--- src/rtl/stack_arb_pkg.sv ---
// Shared types for the arbitrated stack: the arbiter FSM encoding and the helper that
// sizes requester index fields.
package stack_arb_pkg;

   typedef enum logic {
      ARB    = 1'b0,
      LOCKED = 1'b1
   } arb_state_e;

   // Width of a requester index; never below 1 bit
   function automatic int idx_w(input int n);
      return (n > 1) ? $clog2(n) : 1;
   endfunction

endpackage

--- src/rtl/stack_arb_if.sv ---
// Requester/response bundle between the requesters (master) and stack_arb (slave).
interface stack_arb_if
   import stack_arb_pkg::*;
#(
   parameter int NREQ = 4,
   parameter int DWID = 16
) ();

   localparam int IW = idx_w(NREQ);

   logic [NREQ-1:0]      req_push;
   logic [NREQ-1:0]      req_pop;
   logic [NREQ-1:0]      req_lock;
   logic [NREQ*DWID-1:0] req_din;
   logic [NREQ-1:0]      gnt;
   logic                 rsp_v;
   logic [IW-1:0]        rsp_id;
   logic [DWID-1:0]      rsp_data;
   logic                 rsp_err;
   logic                 empty;
   logic                 full;

   modport master (
      output req_push, req_pop, req_lock, req_din,
      input  gnt, rsp_v, rsp_id, rsp_data, rsp_err, empty, full
   );

   modport slave (
      input  req_push, req_pop, req_lock, req_din,
      output gnt, rsp_v, rsp_id, rsp_data, rsp_err, empty, full
   );

endinterface

--- src/rtl/stack_arb_stack.sv ---
// LIFO stack: one push or one pop per cycle, registered pop data with a one-cycle valid.
// dout reads zero whenever dout_v is low.
module stack_arb_stack #(
   parameter int DEPTH = 256,
   parameter int DWID  = 16
) (
   input  logic            clk,
   input  logic            rst,
   input  logic            push,
   input  logic            pop,
   input  logic [DWID-1:0] din,
   output logic [DWID-1:0] dout,
   output logic            dout_v
);

   localparam int SW = $clog2(DEPTH + 1);
   localparam int AW = (DEPTH > 1) ? $clog2(DEPTH) : 1;

   logic [DWID-1:0] mem [DEPTH];
   logic [SW-1:0]   sp_q, sp_d;
   logic [DWID-1:0] dout_q, dout_d;
   logic            dout_v_q, dout_v_d;
   logic            do_push, do_pop;

   // Self-guarding against overflow/underflow even though the arbiter never asks
   always_comb begin
      do_push  = push && (sp_q != SW'(DEPTH));
      do_pop   = pop && !push && (sp_q != '0);
      sp_d     = sp_q;
      dout_d   = '0;
      dout_v_d = 1'b0;
      if (do_push) begin
         sp_d = sp_q + 1'b1;
      end else if (do_pop) begin
         sp_d     = sp_q - 1'b1;
         dout_d   = mem[AW'(sp_q - 1'b1)];
         dout_v_d = 1'b1;
      end
   end

   always_ff @(posedge clk) begin
      if (do_push) mem[AW'(sp_q)] <= din;
   end

   always_ff @(posedge clk or posedge rst) begin
      if (rst) begin
         sp_q     <= '0;
         dout_q   <= '0;
         dout_v_q <= 1'b0;
      end else begin
         sp_q     <= sp_d;
         dout_q   <= dout_d;
         dout_v_q <= dout_v_d;
      end
   end

   assign dout   = dout_q;
   assign dout_v = dout_v_q;

endmodule

--- src/rtl/stack_arb.sv ---
// Round-robin arbiter sharing one stack among NREQ requesters, one push or pop per cycle.
// Define STACK_ARB_LOCK_EN to let a granted requester hold exclusive access via req_lock.
module stack_arb
   import stack_arb_pkg::*;
#(
   parameter int NREQ  = 4,
   parameter int DEPTH = 256,
   parameter int DWID  = 16
) (
   input logic          clk,
   input logic          rst,
   stack_arb_if.slave   bus
);

   localparam int IW = idx_w(NREQ);
   localparam int CW = $clog2(DEPTH + 1);

   arb_state_e      state_q, state_d;
   logic [IW-1:0]   rr_ptr_q, rr_ptr_d;
   logic [IW-1:0]   owner_q, owner_d;
   logic [IW-1:0]   rsp_id_q, rsp_id_d;
   logic [CW-1:0]   count_q, count_d;
   logic            rsp_err_q, rsp_err_d;

   logic [NREQ-1:0] elig;
   logic [NREQ-1:0] gnt;
   logic [IW-1:0]   win;
   logic            found, win_push, full, empty;
   logic            st_push, st_pop, st_dout_v;
   logic [DWID-1:0] st_din, st_dout;
   int              j;

   assign full  = (count_q == CW'(DEPTH));
   assign empty = (count_q == '0);

   // Push wins over pop for the same requester; a blocked push also holds back its pop
   always_comb begin
      elig = (bus.req_push & {NREQ{!full}}) | (bus.req_pop & ~bus.req_push);
`ifdef STACK_ARB_LOCK_EN
      if (state_q == LOCKED)
         elig = bus.req_lock[owner_q] ? (elig & (NREQ'(1) << owner_q)) : '0;
`endif
   end

   always_comb begin
      found = 1'b0;
      win   = '0;
      j     = 0;
      for (int k = 1; k <= NREQ; k++) begin
         j = int'(rr_ptr_q) + k;
         if (j >= NREQ) j = j - NREQ;
         if (!found && elig[IW'(j)]) begin
            found = 1'b1;
            win   = IW'(j);
         end
      end
   end

   assign win_push = bus.req_push[win];
   assign gnt      = found ? (NREQ'(1) << win) : '0;
   assign st_push  = found && win_push;
   assign st_pop   = found && !win_push && !empty;
   assign st_din   = bus.req_din[win*DWID +: DWID];

   always_comb begin
      state_d   = state_q;
      owner_d   = owner_q;
      rr_ptr_d  = found ? win : rr_ptr_q;
      count_d   = count_q;
      rsp_id_d  = (found && !win_push) ? win : '0;
      rsp_err_d = found && !win_push && empty;
      if (st_push)     count_d = count_q + 1'b1;
      else if (st_pop) count_d = count_q - 1'b1;
`ifdef STACK_ARB_LOCK_EN
      if (state_q == ARB) begin
         if (found && bus.req_lock[win]) begin
            state_d = LOCKED;
            owner_d = win;
         end
      end else if (!bus.req_lock[owner_q]) begin
         // Owner drops to lowest priority on release
         state_d  = ARB;
         rr_ptr_d = owner_q;
      end
`endif
   end

   always_ff @(posedge clk or posedge rst) begin
      if (rst) begin
         state_q   <= ARB;
         rr_ptr_q  <= IW'(NREQ - 1);
         owner_q   <= '0;
         count_q   <= '0;
         rsp_id_q  <= '0;
         rsp_err_q <= 1'b0;
      end else begin
         state_q   <= state_d;
         rr_ptr_q  <= rr_ptr_d;
         owner_q   <= owner_d;
         count_q   <= count_d;
         rsp_id_q  <= rsp_id_d;
         rsp_err_q <= rsp_err_d;
      end
   end

   stack_arb_stack #(
      .DEPTH (DEPTH),
      .DWID  (DWID)
   ) u_stack (
      .clk    (clk),
      .rst    (rst),
      .push   (st_push),
      .pop    (st_pop),
      .din    (st_din),
      .dout   (st_dout),
      .dout_v (st_dout_v)
   );

   assign bus.gnt      = gnt;
   assign bus.rsp_v    = st_dout_v | rsp_err_q;
   assign bus.rsp_id   = rsp_id_q;
   assign bus.rsp_data = st_dout;
   assign bus.rsp_err  = rsp_err_q;
   assign bus.empty    = empty;
   assign bus.full     = full;

endmodule

--- src/flat_wrapper.sv ---
// flat-port wrapper written by rule: the top's interface ports become plain ports
module stack_arb_flat import stack_arb_pkg::*;
#(
   parameter int NREQ  = 4,
   parameter int DEPTH = 256,
   parameter int DWID  = 16
)
  (clk, rst, bus_req_push, bus_req_pop, bus_req_lock, bus_req_din, bus_gnt, bus_rsp_v, bus_rsp_id, bus_rsp_data, bus_rsp_err, bus_empty, bus_full);
  stack_arb_if #(.NREQ(NREQ), .DWID(DWID)) bus_i ();
  input logic clk;
  input logic rst;
  input wire logic [$bits(bus_i.req_push)-1:0] bus_req_push;
  input wire logic [$bits(bus_i.req_pop)-1:0] bus_req_pop;
  input wire logic [$bits(bus_i.req_lock)-1:0] bus_req_lock;
  input wire logic [$bits(bus_i.req_din)-1:0] bus_req_din;
  output wire logic [$bits(bus_i.gnt)-1:0] bus_gnt;
  output wire logic [$bits(bus_i.rsp_v)-1:0] bus_rsp_v;
  output wire logic [$bits(bus_i.rsp_id)-1:0] bus_rsp_id;
  output wire logic [$bits(bus_i.rsp_data)-1:0] bus_rsp_data;
  output wire logic [$bits(bus_i.rsp_err)-1:0] bus_rsp_err;
  output wire logic [$bits(bus_i.empty)-1:0] bus_empty;
  output wire logic [$bits(bus_i.full)-1:0] bus_full;
  assign bus_i.req_push = bus_req_push;
  assign bus_i.req_pop = bus_req_pop;
  assign bus_i.req_lock = bus_req_lock;
  assign bus_i.req_din = bus_req_din;
  assign bus_gnt = bus_i.gnt;
  assign bus_rsp_v = bus_i.rsp_v;
  assign bus_rsp_id = bus_i.rsp_id;
  assign bus_rsp_data = bus_i.rsp_data;
  assign bus_rsp_err = bus_i.rsp_err;
  assign bus_empty = bus_i.empty;
  assign bus_full = bus_i.full;
  stack_arb #(.NREQ(NREQ), .DEPTH(DEPTH), .DWID(DWID)) u_core (.clk(clk), .rst(rst), .bus(bus_i));
endmodule
--- config.mk ---
export PLATFORM = sky130hd
export DESIGN_NAME = stack_arb_flat
export DESIGN_NICKNAME = d
export VERILOG_FILES = /design/src/rtl/stack_arb_pkg.sv /design/src/rtl/stack_arb_if.sv /design/src/rtl/stack_arb_stack.sv /design/src/rtl/stack_arb.sv /design/src/flat_wrapper.sv
export SDC_FILE = /design/constraint.sdc
export NUM_CORES = 2
export LEC_CHECK = 0
export BUFFER_PORTS_ARGS = -buffer_cell sky130_fd_sc_hd__buf_2
export CAP_MARGIN = 20
export CORE_ASPECT_RATIO = 1.4
export CORE_MARGIN = 2
export CORE_UTILIZATION = 52
export CTS_CLUSTER_SIZE = 8
export DETAILED_ROUTE_END_ITERATION = 8
export PLACE_DENSITY = 0.67
export SLEW_MARGIN = 20
export SYNTH_ARGS = -nofsm -noshare
export SYNTH_HDL_FRONTEND = slang
export SYNTH_SLANG_ARGS = --single-unit
--- constraint.sdc ---
create_clock -name clk -period 11.9 [get_ports clk]
set_input_delay 0 -clock clk [delete_from_list [all_inputs] [get_ports clk]]
set_output_delay 0 -clock clk [all_outputs]
set_load 0.02 [all_outputs]
==> summary.md <==
| Metric | Value |
|---|---|
| Status | complete, no violations |
| 1st-iter DRT viols | 8883 |
| Post-Syn Area | 0.159 mm^2 |
| Area grow syn2layout | 15.0% |
| Clock Skew | 0.0310 ns |
| Register area share after synthesis | 78.2% |
| Tightest Pin Transition | 1.37 ns |
| Post-CTS sizing | 0 |
| Leakage power total | 57.7 nW |
| Mapped Avg Cell Area | 24.4 um^2 |
| Starting Density | 52.3% |
| CTS HTree Levels | 6 |
| Gr ovfl total | 0 |
| FMAX | 0.146 GHz |
| HPWL after DPL | 213 mm |
| Cells after synthesis | 6502 |
| Final WL | 379 mm |
| Critical path class | register to register |
| Async SR Flop Fraction | 0.967% |
| Post-synthesis register bit count | 4136 |
| Layout Nets | 7323 |
| Most common flop cell mapped by yosys | edfxtp_1 |
| R2r startpoint | u_core.u_stack.sp_q[0]$_DFFE_PP0P_ |
| Min Clock Period, post-route | 6.84 ns |
| Dpl cell area | 0.166 mm^2 |
| Syn nets | 6593 |
| Clock root buffer | clkbuf_16 |
| CP arrival | 7.60 ns |
| Die Y | 657 um |
| Design area | 0.182 mm^2 |
| Critical Path Start Type | register |
| Met1 Usage GRT | 32.1% |
| Final worst-path cycle share | 57.5% |
| Worst EP required | 12.65 ns |
| Residual DRC | 0 |
| EDFF count, synth | 4096 |
| Max-slew violations | 0 |
| Slew headroom | 8.76% |
| CP Capture Point | u_core.u_stack.dout[11]$_DFF_PP0_ |
| Crit Path Max Fanout | 119 |
| Flop2flop setup slack | 5.06 ns |
| # Post-CTS Setup Buffers | 0 |
| Share of cells above drive strength 1 | 33.5% |
| R2R Path End | u_core.u_stack.dout[11]$_DFF_PP0_ |
| Core area | 0.303 mm^2 |
| Max Cap Viol | 0 |
| Total number of vias | 73400 |
| Fin. Hold Viols | 0 |
| Number of routed nets with antenna violations | 0 |
| Critical Path Source | u_core.u_stack.sp_q[0]$_DFFE_PP0P_ |
| Die Wd | 471 um |
| Worst reg-to-reg path cell count | 12 |
| Clk_lat worst skew | 0.92 ns |
| Sink Count | 4136 |
| GRT busiest layer | met2 |
| CTS tree | built |
| Gpl congestion | 0.849 |
| Crit. End Element | register |
| Setup violators final | 0 |
| Peak VDD IR | 0.336 mV |
| Vias per cell | 6.48 |
| Worst-case clock buffer depth | 4 |
| Vias in the first global route | 76200 |
| Number of I/O port buffers | 99 |
| Synth warn | 0 |
| Hold_buf cts | 44 |
| # rows | 239 |
| GRT Resource Usage Total | 24.4% |
| Worst Hold Launch | bus_req_din[0] |
| Clock-pin slew on the worst setup and hold paths | 0.06 ns |
| Largest net degree at the start of global routing | 209 |
| Final setup TNS | 0 ns |
| Met3 usage | 4.30% |
| Full die area | 0.309 mm^2 |
| Post-synth cell types | 65 |
| GR Layer Usage met2 | 41.2% |
| Avg WL per Cell | 33.5 um |
| Initial antenna violation count | 5 |
| IO Count | 104 |
| RSZ-0062 raised after global routing | no |
| Drt first pass iters | 7 |
| Clock buffer count from CTS | 590 |
| HP Class | primary input to register |
| P per Cell Area | 297 mW/mm^2 |
| Global-route wire length before repair | 543 mm |
## stage by stage
step	std cells	utilization, %	total power, W	setup slack [ns]	hold slack (ns)
finish	11300	60.2	0.0542	5.06	0.0615
detailed placement	10600	54.7	0.0396	5.12	0.248
floorplan	6502	-	0.0329	5.17	0.216
global route	11300	60.2	0.0558	4.84	0.110
global placement	10600	54.7	0.0391	5.13	0.250
CTS	11300	60.1	0.0545	5.07	0.0472
## worst min path at each step
stage / end / slack [ns] / depth (start not counted)
after CTS: u_core.u_stack.mem[161][13]$_DFFE_PP_ / 0.05 / 3
after detailed placement: u_core.u_stack.dout[13]$_DFF_PP0_ / 0.25 / 3
after global placement: u_core.u_stack.dout[15]$_DFF_PP0_ / 0.25 / 3
after floorplan: u_core.bus.rsp_err$_DFF_PP0_ / 0.22 / 1
final: u_core.u_stack.mem[174][0]$_DFFE_PP_ / 0.06 / 3
after global routing: u_core.u_stack.mem[175][0]$_DFFE_PP_ / 0.11 / 3
## cell usage after synthesis (3+ instances only)
cell type,number,area share (%)
a21o_1,5,0.024
a21oi_1,8,0.025
a221o_1,32,0.20
a221oi_1,48,0.27
a222oi_1,16,0.10
a22o_1,66,0.36
buf_1,77,0.18
buf_2,31,0.098
clkbuf_1,260,0.62
dfrtp_1,38,0.60
edfxtp_1,4096,78
ha_1,12,0.095
inv_1,11,0.026
mux2_2,6,0.043
mux4_2,1280,18
nand2_1,63,0.15
nand2b_1,3,0.012
nand3_1,21,0.066
nand3_2,8,0.051
nand4_1,4,0.016
nor2_1,287,0.68
nor2b_1,7,0.028
nor3_1,8,0.025
nor4_1,5,0.020
o211ai_1,3,0.014
o21a_1,3,0.014
o21ai_0,11,0.035
o22ai_1,20,0.079
o311ai_0,5,0.028
or2_2,6,0.024
or4_1,3,0.014
xnor2_1,9,0.050
xor2_1,8,0.044
## sequential cells by signal (all words and copies together), names as in the netlist
register,cells
u_core.bus.rsp_err,1
u_core.u_stack.dout,16
u_core.u_stack.sp_q,9
u_core.u_stack.dout_v,1
u_core.count_q,9
u_core.rr_ptr_q,2
u_core.bus.rsp_id,2
u_core.u_stack.mem,4096
## cell usage in the layout (no fill, tap or decap), types with 4 or more instances in the layout
master / synthesis / layout
a21o_1: 5 / 5
a21oi_1: 8 / 8
a221o_1: 32 / 32
a221oi_1: 48 / 48
a222oi_1: 16 / 16
a22o_1: 66 / 66
buf_12: 0 / 23
buf_2: 31 / 99
buf_4: 2 / 331
buf_6: 2 / 11
clkbuf_1: 260 / 59
clkbuf_16: 0 / 619
clkinv_8: 0 / 7
dfrtp_1: 38 / 37
diode_2: 0 / 6
dlygate4sd3_1: 0 / 43
edfxtp_1: 4096 / 4096
ha_1: 12 / 11
inv_1: 11 / 10
inv_6: 0 / 9
mux2_2: 6 / 6
mux4_2: 1280 / 1280
nand2_1: 63 / 46
nand2_4: 0 / 14
nand3_1: 21 / 14
nand3_2: 8 / 15
nand4_1: 4 / 4
nor2_1: 287 / 279
nor2_2: 1 / 7
nor2b_1: 7 / 7
nor3_1: 8 / 4
nor4_1: 5 / 5
o21ai_0: 11 / 11
o22ai_1: 20 / 20
o311ai_0: 5 / 5
or2_2: 6 / 6
xnor2_1: 9 / 8
xor2_1: 8 / 7
## critical path, stage by stage, from the launching register on
cell      delay [ns]
dfrtp_4         0.98
inv_1           0.28
ha_4            0.70
buf_12          0.63
buf_4           0.79
buf_4           0.70
mux4_2          0.43
mux4_2          0.52
a22o_1          0.24
a221oi_1        0.33
o22ai_1         0.41
a221oi_1        0.42
nor2_1          0.08
## layout make-up
cell class                 count  area, um^2
sequential                  4136      124000
fill                       20300      121000
multi-input combinational   1983       33300
clock buffer                 678       15700
tap                         3976        4970
timing repair buffer         510        4060
clock inverter                19         273
inverter                      11        41.3
antenna                        6        15.0
## kinds of logic (layout without fill, tap and decap cells)
group / Yosys count / after routing / share of synthesized area [%]
adders and majority gates: 13 / 13 / 0.107
AOI/OAI and AO/OA: 243 / 243 / 1.30
DFF: 4136 / 4136 / 78.2
muxes: 1287 / 1287 / 18.2
xor gates and xnor gates: 17 / 17 / 0.0939
buffers and inverters: 383 / 1218 / 0.945
other: 0 / 6 / 0
and+or+nand+nor: 423 / 423 / 1.12
## where the power goes
| group | leakage [nW] | internal (W) | switching [W] |
|---|---|---|---|
| sequential | 37.7 | 0.0192 | 0.000173 |
| clock | 7.82 | 0.00914 | 0.00564 |
| combinational | 12.2 | 0.00784 | 0.0122 |
| total | 57.7 | 0.0362 | 0.0180 |
## layer usage
metal,part of all wire (%),up-vias
met3,7.7,618
met2,51,3504
met4,3.7,0
li1,-,29500
met5,0,-
met1,37,39800
(Power assumes the default switching activity.)
